===== src/rtl/moravec_window_stream.sv =====
// moravec_window_stream: streaming 3x3 Moravec corner scorer with thinning keep/clear; MORAVEC_EDGE_REPLICATE_EN selects edge replication over zero padding
module moravec_window_stream #(
    parameter int PIXEL_W = 8,
    parameter int IMG_W   = 8,
    parameter int IMG_H   = 8,
    parameter int THRESH  = 100,
    localparam int SCORE_W = 2*PIXEL_W+1
) (
    input  logic               clk,
    input  logic               rst,
    input  logic               cfg_converge,
    input  logic               in_valid,
    output logic               in_ready,
    input  logic [PIXEL_W-1:0] in_pixel,
    output logic               out_valid,
    input  logic               out_ready,
    output logic [PIXEL_W-1:0] out_pixel,
    output logic               out_corner,
    output logic [SCORE_W-1:0] out_score,
    output logic               out_last
);
    localparam int CW = $clog2(IMG_W);
    localparam int RW = $clog2(IMG_H);
    localparam int FW = $clog2(IMG_W + 2);
    localparam logic [1:0] S_FILL  = 2'd0;
    localparam logic [1:0] S_RUN   = 2'd1;
    localparam logic [1:0] S_FLUSH = 2'd2;
    localparam logic [CW-1:0] COL_END  = CW'(IMG_W - 1);
    localparam logic [RW-1:0] ROW_END  = RW'(IMG_H - 1);
    localparam logic [FW-1:0] FL_BEATS = FW'(IMG_W + 1);

    logic [1:0]           r_state;
    logic                 r_live, r_conv;
    logic [CW-1:0]        r_col, r_ccol, r_ccol0;
    logic [RW-1:0]        r_row, r_crow, r_crow0;
    logic [FW-1:0]        r_fcnt;
    logic [PIXEL_W-1:0]   r_lb1 [IMG_W];
    logic [PIXEL_W-1:0]   r_lb2 [IMG_W];
    logic [PIXEL_W-1:0]   r_win [3][3];
    logic                 r_v0, r_v1, r_last1, r_bord1;
    logic [PIXEL_W-1:0]   r_c1;
    logic [2*PIXEL_W-1:0] r_sq [8];

    logic                 w_stall, w_en, w_acc, w_fbeat, w_beat, w_emit, w_frame_end;
    logic                 w_top, w_bot, w_lft, w_rgt, w_flat, w_corner;
    logic [PIXEL_W-1:0]   w_pix, w_c;
    logic [PIXEL_W-1:0]   w_nb [3][3];
    logic [PIXEL_W-1:0]   w_n [8];
    logic [2*PIXEL_W-1:0] w_sq [8];
    logic [SCORE_W-1:0]   w_e [4];
    logic [SCORE_W-1:0]   w_m01, w_m23, w_min;

    assign w_stall     = out_valid && !out_ready;
    assign w_en        = !w_stall;
    assign in_ready    = r_live && w_en && (r_state != S_FLUSH);
    assign w_acc       = in_valid && in_ready;
    assign w_fbeat     = w_en && (r_state == S_FLUSH) && (r_fcnt < FL_BEATS);
    assign w_beat      = w_acc || w_fbeat;
    assign w_emit      = w_beat && ((r_state != S_FILL) || (r_row == RW'(1) && r_col == CW'(1)));
    assign w_frame_end = (r_state == S_FLUSH) && w_en && r_v1 && r_last1;
    assign w_pix       = w_acc ? in_pixel : '0;

    // Frame sequencing: FSM, input/flush/centre counters and the per-frame converge flag
    always_ff @(posedge clk or posedge rst) begin
        if (rst) begin
            r_live  <= 1'b0;
            r_state <= S_FILL;
            r_conv  <= 1'b0;
            r_col   <= '0;
            r_row   <= '0;
            r_ccol  <= '0;
            r_crow  <= '0;
            r_fcnt  <= '0;
        end else begin
            r_live <= 1'b1;
            if (w_frame_end) begin
                r_state <= S_FILL;
                r_col   <= '0;
                r_row   <= '0;
                r_ccol  <= '0;
                r_crow  <= '0;
                r_fcnt  <= '0;
            end else begin
                if (w_acc && r_state == S_FILL && r_row == '0 && r_col == '0)
                    r_conv <= cfg_converge;
                if (w_acc && r_state == S_FILL && r_row == RW'(1) && r_col == CW'(1))
                    r_state <= S_RUN;
                if (w_acc && r_state == S_RUN && r_row == ROW_END && r_col == COL_END)
                    r_state <= S_FLUSH;
                if (w_beat) begin
                    r_col <= (r_col == COL_END) ? '0 : r_col + 1'b1;
                    if (r_col == COL_END)
                        r_row <= (r_row == ROW_END) ? '0 : r_row + 1'b1;
                end
                if (w_fbeat)
                    r_fcnt <= r_fcnt + 1'b1;
                if (w_emit) begin
                    r_ccol <= (r_ccol == COL_END) ? '0 : r_ccol + 1'b1;
                    if (r_ccol == COL_END)
                        r_crow <= (r_crow == ROW_END) ? '0 : r_crow + 1'b1;
                end
            end
        end
    end

    // Line buffers and 3x3 window advance once per beat; stale contents are masked at frame edges
    always_ff @(posedge clk) begin
        if (w_beat) begin
            r_lb1[r_col] <= w_pix;
            r_lb2[r_col] <= r_lb1[r_col];
            for (int i = 0; i < 3; i++) begin
                r_win[i][0] <= r_win[i][1];
                r_win[i][1] <= r_win[i][2];
            end
            r_win[0][2] <= r_lb2[r_col];
            r_win[1][2] <= r_lb1[r_col];
            r_win[2][2] <= w_pix;
        end
    end

    assign w_top = (r_crow0 == '0);
    assign w_bot = (r_crow0 == ROW_END);
    assign w_lft = (r_ccol0 == '0);
    assign w_rgt = (r_ccol0 == COL_END);

`ifdef MORAVEC_EDGE_REPLICATE_EN
    logic [1:0] w_ri [3];
    logic [1:0] w_ci [3];
    assign w_ri[0] = w_top ? 2'd1 : 2'd0;
    assign w_ri[1] = 2'd1;
    assign w_ri[2] = w_bot ? 2'd1 : 2'd2;
    assign w_ci[0] = w_lft ? 2'd1 : 2'd0;
    assign w_ci[1] = 2'd1;
    assign w_ci[2] = w_rgt ? 2'd1 : 2'd2;
`endif

    for (genvar i = 0; i < 3; i++) begin : g_row
        for (genvar j = 0; j < 3; j++) begin : g_col
`ifdef MORAVEC_EDGE_REPLICATE_EN
            assign w_nb[i][j] = r_win[w_ri[i]][w_ci[j]];
`else
            assign w_nb[i][j] = ((i == 0 && w_top) || (i == 2 && w_bot) ||
                                 (j == 0 && w_lft) || (j == 2 && w_rgt)) ? '0 : r_win[i][j];
`endif
        end
    end

    // Opposite pairs: W/E, N/S, NW/SE, NE/SW
    assign w_c    = w_nb[1][1];
    assign w_n[0] = w_nb[1][0];
    assign w_n[1] = w_nb[1][2];
    assign w_n[2] = w_nb[0][1];
    assign w_n[3] = w_nb[2][1];
    assign w_n[4] = w_nb[0][0];
    assign w_n[5] = w_nb[2][2];
    assign w_n[6] = w_nb[0][2];
    assign w_n[7] = w_nb[2][0];
    assign w_flat = (w_n[0] == w_c) && (w_n[1] == w_c) && (w_n[2] == w_c) && (w_n[3] == w_c);

    for (genvar k = 0; k < 8; k++) begin : g_sq
        logic [PIXEL_W-1:0] w_d;
        assign w_d     = (w_c > w_n[k]) ? w_c - w_n[k] : w_n[k] - w_c;
        assign w_sq[k] = {{PIXEL_W{1'b0}}, w_d} * {{PIXEL_W{1'b0}}, w_d};
    end

    // S1 datapath: squared differences, centre and border flag
    always_ff @(posedge clk) begin
        if (w_en) begin
            r_c1    <= w_c;
            r_bord1 <= !w_flat && (w_c != '0);
            for (int k = 0; k < 8; k++)
                r_sq[k] <= w_sq[k];
        end
    end

    for (genvar k = 0; k < 4; k++) begin : g_sum
        assign w_e[k] = {1'b0, r_sq[2*k]} + {1'b0, r_sq[2*k+1]};
    end

    assign w_m01    = (w_e[0] < w_e[1]) ? w_e[0] : w_e[1];
    assign w_m23    = (w_e[2] < w_e[3]) ? w_e[2] : w_e[3];
    assign w_min    = (w_m01 < w_m23) ? w_m01 : w_m23;
    assign w_corner = (w_min >= SCORE_W'(THRESH));

    // Valid/last tracking through S0-S1 and the S2 output registers; all of it freezes on stall
    always_ff @(posedge clk or posedge rst) begin
        if (rst) begin
            r_v0       <= 1'b0;
            r_crow0    <= '0;
            r_ccol0    <= '0;
            r_v1       <= 1'b0;
            r_last1    <= 1'b0;
            out_valid  <= 1'b0;
            out_last   <= 1'b0;
            out_pixel  <= '0;
            out_corner <= 1'b0;
            out_score  <= '0;
        end else if (w_en) begin
            r_v0 <= w_emit;
            if (w_emit) begin
                r_crow0 <= r_crow;
                r_ccol0 <= r_ccol;
            end
            r_v1      <= r_v0;
            r_last1   <= r_v0 && w_bot && w_rgt;
            out_valid <= r_v1;
            out_last  <= r_v1 && r_last1;
            if (r_v1) begin
                out_pixel  <= (r_bord1 && !w_corner && !r_conv) ? '0 : r_c1;
                out_corner <= w_corner;
                out_score  <= w_min;
            end
        end
    end
endmodule


===== config.mk =====
export PLATFORM = sky130hd
export DESIGN_NAME = moravec_window_stream
export DESIGN_NICKNAME = d
export VERILOG_FILES = /design/src/rtl/moravec_window_stream.sv
export SDC_FILE = /design/constraint.sdc
export NUM_CORES = 2
export LEC_CHECK = 0
export CAP_MARGIN = 20
export CORE_UTILIZATION = 50
export CTS_BUF_LIST = sky130_fd_sc_hd__clkbuf_8
export DETAILED_ROUTE_END_ITERATION = 6
export GPL_TIMING_DRIVEN = 0
export PLACE_DENSITY = 0.78
export SETUP_SLACK_MARGIN = 0.4
export SLEW_MARGIN = 5
export SYNTH_ARGS = -nofsm -noshare
export SYNTH_HDL_FRONTEND = slang
export SYNTH_SLANG_ARGS = --single-unit

===== constraint.sdc =====
create_clock -name clk -period 10.5 [get_ports clk]
set_input_delay 2.625 -clock clk [delete_from_list [all_inputs] [get_ports clk]]
set_output_delay 2.625 -clock clk [all_outputs]
set_load 0.005 [all_outputs]

Word-level counts from Yosys, hierarchy flattened. Memory sizes are Yosys's and may differ from the RTL's. Index checks and enable logic that the tools add are counted.

Add/subtract/negate cells: 25. Multipliers: 8. Divide/modulo/power cells: 0. $lt $le $gt $ge: 13. Equality and inequality tests: 15. Shift-type cells: 0. Muxes and demuxes: 43. Bitwise logic cells: 2. Reductions and logical operators: 56.

Operators by type and width (number): $mux 8 (18); $mul 8x8->16 (8); $sub 8x8->8 (16); $add 16x16->17 (4); $gt 8x8->1 (8); $lt 17x17->1 (3); $mux 17 (3); $mux 3 (14); $eq 8x8->1 (4); $logic_and 1x1->1 (27); $eq 3x3->1 const B (6); $ge 17x7->1 const B (1); $add 3x1->3 const B (4); $logic_not 3->1 (4); $reduce_bool 2->1 (6); $reduce_and 2->1 (5); $mux 4 (2); $reduce_bool 8->1 (1); $eq 3x1->1 const B (2); $logic_or 1x1->1 (6); $mux 2 (3); $logic_not 1->1 (5); $add 4x1->4 const B (1); $lt 4x4->1 const B (1); 7 further kinds (10).

Register bits after elaboration: 66. Bits in latches: 0. RAM bits: 328. ROM bits: 0. Input bits: 13. Logic and storage cells: 186. Memories: 4.

Memories: r_sq (words 8, width 16, rd ports 8, clocked after memory_dff 0, write ports 8, RTL line 42) `logic [2*PIXEL_W-1:0] r_sq [8];`; r_win (words 3, width 24, rd ports 3, clocked after memory_dff 0, write ports 3, RTL line 39) `logic [PIXEL_W-1:0] r_win [3][3];`; r_lb1 (words 8, width 8, rd ports 1, clocked after memory_dff 0, write ports 1, RTL line 37) `logic [PIXEL_W-1:0] r_lb1 [IMG_W];`; r_lb2 (words 8, width 8, rd ports 1, clocked after memory_dff 0, write ports 1, RTL line 38) `logic [PIXEL_W-1:0] r_lb2 [IMG_W];`.

Depth between registers and ports, before layout.
Word-level depth: 12. Mapped depth: 36. Depth with buffers taken out: 34.

Worst setup path after synthesis. Ideal clock, no wire load.

Path type: input-to-reg. Start point: input out_ready. End point: memory r_lb1[0][0] (enable). Setup time: 0.323 ns. Data arrival time: 8.832 ns. Data required time: 10.177 ns. Path slack: 1.345 ns. Cell stages on the path: 7. Cells stage by stage: nor2b_1 > clkinv_1 > and4_1 > nor2_1 > inv_1 > clkbuf_1 > and2_1.

Cells in the longest elaborated chain, start to end: 9. Elaborated cells between the ends (all ways): 11.

RTL lines: from (decl) (RTL line 16) `input logic out_ready,`; $logic_not 1->1 * (RTL line 53) `assign w_stall = out_valid && !out_ready;`; $logic_and 1x1->1 * (RTL line 53); $logic_not 1->1 * (RTL line 54) `assign w_en = !w_stall;`; $logic_and 1x1->1 (2 in series) (RTL line 55) `assign in_ready = r_live && w_en && (r_state != S_FLUSH);`; $logic_and 1x1->1 (RTL line 56) `assign w_acc = in_valid && in_ready;`; $logic_or 1x1->1 * (RTL line 58) `assign w_beat = w_acc || w_fbeat;`; via w_beat (RTL line 44) `logic w_stall, w_en, w_acc, w_fbeat, w_beat, w_emit, w_frame_end;`; $mux 1 * (RTL line 108) `if (w_beat) begin`; $mux 1 (not written as such) * (RTL line 109) `r_lb1[r_col] <= w_pix;`; to (decl) (RTL line 37).

Mark *: on every way through the listed nets, which the timed path passes. The rest lies on a longest branch.

==> PnR_summary.wiki <==
{| class="wikitable"
! Metric !! Value
|-
| Vias in the first global route || 25695
|-
| Cts repair resizes || 0
|-
| H-tree depth reported by CTS || 3
|-
| Yosys reg bits || 386
|-
| Chip width || 268 µm
|-
| Total wire length || 82.4 mm
|-
| Via density || 5.65
|-
| Status || finished clean
|-
| Hold-fix buffers at CTS || 0
|-
| Sequential cell area fraction in the yosys report || 31.8%
|-
| Count of cells along the worst register-to-register path || 25
|-
| Placeable core area || 70100 µm²
|-
| Top cells by area in the synthesized netlist || sky130_fd_sc_hd__edfxtp_1, sky130_fd_sc_hd__ha_1, sky130_fd_sc_hd__fa_1, sky130_fd_sc_hd__inv_1, sky130_fd_sc_hd__dfrtp_1
|-
| Average detailed-routed wire length per instance || 17.9 µm
|-
| Area overhead of the layout relative to synthesis || 8.33%
|-
| Setup violation total in the final timing report || 0
|-
| Latest clock arrival within the worst-skew pair || 660 ps
|-
| Clock tree from TritonCTS || done
|-
| Total global routing track utilization || 23.3%
|-
| Row Count || 97
|-
| Remaining routing DRC violations || 0
|-
| Maximum clock skew at final layout || 38.5 ps
|-
| First-pass GRT wire length || 132 mm
|-
| # clock sinks || 386
|-
| Worst hold stages || 0
|-
| Number of failing hold endpoints at the final stage || 0
|-
| Synthesized area per cell || 10.1 µm²
|-
| Post-synthesis cell area || 35500 µm²
|-
| Cell variety after synth || 95
|-
| Number of buffers inserted by post-CTS setup repair || 0
|-
| Slew of the pin with the lowest slew margin || 1100 ps
|-
| Clock transition at the register clock pins on the worst setup and hold paths after CTS || 60 ps
|-
| Height of the die || 268 µm
|-
| Share of Yosys cell area claimed by the top area cell type || 27.8%
|-
| Time the final worst path needs with I/O delays and setup || 8860 ps
|-
| Type of element launching the critical path || register
|-
| DP Wirelength || 64.2 mm
|-
| Count of buffers from port buffering || 41
|-
| Worst slew margin relative to its limit || 26.3%
|-
| Pin count of the biggest net entering global routing || 71
|-
| Fraction of final layout cells sized beyond drive strength 1 || 5.52%
|-
| Required time worst endpoint || 10900 ps
|-
| Maximum number of buffers from clock root to sink || 3
|-
| RSZ-0062 raised after global routing || no
|-
| Worst slack at placement || 1640 ps
|-
| Filler cell count || 6089
|-
| Net count, final || 4326
|-
| Die area || 72100 µm²
|-
| Overall via count from detail_route || 26029
|-
| Root Buffer || sky130_fd_sc_hd__clkbuf_8
|-
| Aggregate global routing overflow || 0
|-
| Synth warnings || 0
|-
| Maximum fanout count along the critical path || 12
|-
| Top FF cell, synth || sky130_fd_sc_hd__edfxtp_1
|-
| IO Count || 42
|-
| CP Class || reg -> reg
|-
| Weighted congestion at the end of routability-driven global placement || 0.940
|-
| Minimum setup slack in the final design || 1640 ps
|-
| Max cap viols || 0
|-
| Initial antenna violation count || 1
|-
| Peak clock frequency supported by timing || 0.113 GHz
|-
| Worst min-delay path category || reg -> reg
|-
| Element type at the critical path end || register
|-
| Proportion of synthesized flip-flops having asynchronous set or reset || 14.8%
|-
| Initial cell density of the core || 50.6%
|-
| Number of pins exceeding their max-slew limit in the final report || 0
|-
| Post-Syn Nets || 4210
|-
| Post-synth EDFFs || 329
|-
| Final Cycle Share || 84.4%
|-
| Post-Synthesis Cells || 3500
|-
| Residual antenna-violating net count after detailed routing || 0
|-
| First-pass iteration count of the detailed router || 5
|-
| Data arrival at the endpoint of the critical path || 9260 ps
|-
| Library cell occupying the most area in the post-synthesis netlist || sky130_fd_sc_hd__edfxtp_1
|-
| Number of DRC violations after detailed-routing iteration 0 || 1977
|-
| CTS buffer count || 66
|}
==> sequential cells by signal (all words and copies together), names as in the netlist, 3 cells and up <==
signal	count
r_win	72
r_lb1	64
r_row	3
out_pixel	8
r_fcnt	4
r_lb2	64
r_crow	3
r_ccol0	3
r_sq	120
r_crow0	3
r_ccol	3
r_col	3
r_c1	8
out_score	17
==> final timing paths <==
| kind | startpoint | end | slack (ps) |
|---|---|---|---|
| max | r_win[0][32]$_DFFE_PP_ | r_sq[0][31]$_DFFE_PN_ | 1640 |
| min | r_win[0][49]$_DFFE_PP_ | r_win[0][57]$_DFFE_PP_ | 450 |
| min reg2reg | r_win[0][49]$_DFFE_PP_ | r_win[0][57]$_DFFE_PP_ | 450 |
| max reg2reg | r_win[0][32]$_DFFE_PP_ | r_sq[0][31]$_DFFE_PN_ | 1640 |
| max in group asynchronous | rst | out_score[0]$_DFFE_PP0P_ | 7540 |
| min in group asynchronous | rst | r_fcnt[1]$_DFFE_PP0P_ | 2320 |
==> logic make-up (layout without fill, tap and decap cells) <==
group / after synthesis / count (layout) / synth area share (%)
muxes: 98 / 98 / 2.89
xor gates and xnor gates: 218 / 218 / 5.48
other: 1 / 2 / 0.0106
adders and majority gates: 698 / 698 / 29.2
and+or+nand+nor: 930 / 930 / 12.2
DFF: 386 / 386 / 31.8
AOI/OAI and AO/OA: 622 / 622 / 12.5
buffers and inverters: 547 / 709 / 5.84
==> placed cells by master (no fill, tap or decap), types with 27 or more instances in the layout <==
master / netlist / layout
sky130_fd_sc_hd__inv_1: 471 / 491
sky130_fd_sc_hd__a21oi_1: 148 / 148
sky130_fd_sc_hd__clkbuf_1: 62 / 61
sky130_fd_sc_hd__ha_1: 481 / 481
sky130_fd_sc_hd__edfxtp_1: 329 / 329
sky130_fd_sc_hd__mux2i_1: 65 / 65
sky130_fd_sc_hd__dfrtp_1: 57 / 57
sky130_fd_sc_hd__nand4_1: 36 / 36
sky130_fd_sc_hd__clkbuf_8: 0 / 68
sky130_fd_sc_hd__nand2b_1: 33 / 33
sky130_fd_sc_hd__mux2_2: 32 / 32
sky130_fd_sc_hd__nor3_1: 56 / 54
sky130_fd_sc_hd__clkdlybuf4s50_1: 0 / 41
sky130_fd_sc_hd__a22oi_1: 66 / 66
sky130_fd_sc_hd__a21o_1: 57 / 57
sky130_fd_sc_hd__xnor2_1: 159 / 159
sky130_fd_sc_hd__nand3_1: 55 / 55
sky130_fd_sc_hd__nand2_1: 220 / 220
sky130_fd_sc_hd__or2_2: 27 / 27
sky130_fd_sc_hd__nor2b_1: 29 / 29
sky130_fd_sc_hd__fa_1: 216 / 216
sky130_fd_sc_hd__o21ai_0: 61 / 61
sky130_fd_sc_hd__o21bai_1: 28 / 28
sky130_fd_sc_hd__o21a_1: 39 / 39
sky130_fd_sc_hd__xor2_1: 54 / 54
sky130_fd_sc_hd__and2_1: 35 / 35
sky130_fd_sc_hd__nor2_1: 351 / 351
==> metal layers <==
metal	GRT usage, %	share of wire (%)
met1	30.8	44
met2	38.4	46
met3	3.54	6.0
met4	9.34	3.8
met5	0	0
==> through the flow <==
stage               setup TNS [ps]  utilization, %  hold slack [ps]  cells  instance area, µm²
finish                           0            54.8              446   4603               38500
global route                     0            54.8              462   4603               38500
CTS                              0            54.8              446   4601               38400
detailed placement               0            53.1              435   4487               37200
global placement           -345420            52.9              431   4481               37100
floorplan                        0               -              426   3500               35500
==> worst max-delay path, stage by stage (launching register included) <==
cell                       delay [ps]
sky130_fd_sc_hd__edfxtp_1         850
sky130_fd_sc_hd__inv_1            550
sky130_fd_sc_hd__ha_1             670
sky130_fd_sc_hd__inv_1            240
sky130_fd_sc_hd__nor4_1           560
sky130_fd_sc_hd__a211oi_1         130
sky130_fd_sc_hd__buf_4            230
sky130_fd_sc_hd__mux2_2           320
sky130_fd_sc_hd__a211oi_1         610
sky130_fd_sc_hd__or2_2            260
sky130_fd_sc_hd__nand2_1           90
sky130_fd_sc_hd__xnor2_2          370
sky130_fd_sc_hd__nor2_1           160
sky130_fd_sc_hd__fa_1             540
sky130_fd_sc_hd__inv_1             60
sky130_fd_sc_hd__fa_1             550
sky130_fd_sc_hd__fa_1             430
sky130_fd_sc_hd__fa_1             490
sky130_fd_sc_hd__inv_1             40
sky130_fd_sc_hd__ha_1             300
sky130_fd_sc_hd__a21oi_1          220
sky130_fd_sc_hd__nor2b_1           80
sky130_fd_sc_hd__o21a_1           190
sky130_fd_sc_hd__o31a_1           250
sky130_fd_sc_hd__o41ai_1          310
sky130_fd_sc_hd__xnor2_1          110
==> final cells by class <==
class | instances | area, µm² | share of cell area, %
multi-input combinational | 2567 | 22100 | 57.5
sequential | 386 | 11300 | 29.4
timing repair buffer | 48 | 531 | 1.38
tap | 940 | 1180 | 3.06
antenna | 1 | 2.50 | 0.00651
clock buffer | 68 | 936 | 2.43
inverter | 474 | 1780 | 4.64
clock inverter | 46 | 292 | 0.758
buffer | 73 | 299 | 0.778
==> cell usage after synthesis (all sizes together), types with 25 or more instances <==
| library cell | n |
|---|---|
| o21a | 39 |
| a21o | 57 |
| nand4 | 36 |
| a21oi | 149 |
| nor3 | 56 |
| or2 | 28 |
| and2 | 35 |
| xnor2 | 162 |
| inv | 473 |
| ha | 481 |
| a22oi | 67 |
| mux2i | 65 |
| mux2 | 33 |
| nand2b | 33 |
| a211oi | 25 |
| nand3 | 55 |
| xor2 | 56 |
| o21bai | 29 |
| o21ai | 66 |
| clkbuf | 64 |
| dfrtp | 57 |
| nor2 | 351 |
| fa | 216 |
| nor2b | 29 |
| edfxtp | 329 |
| nand2 | 220 |
Power is left out: the tool's default activity adds up to more than one toggle a clock period on the data nets, which glitch-free logic cannot reach.
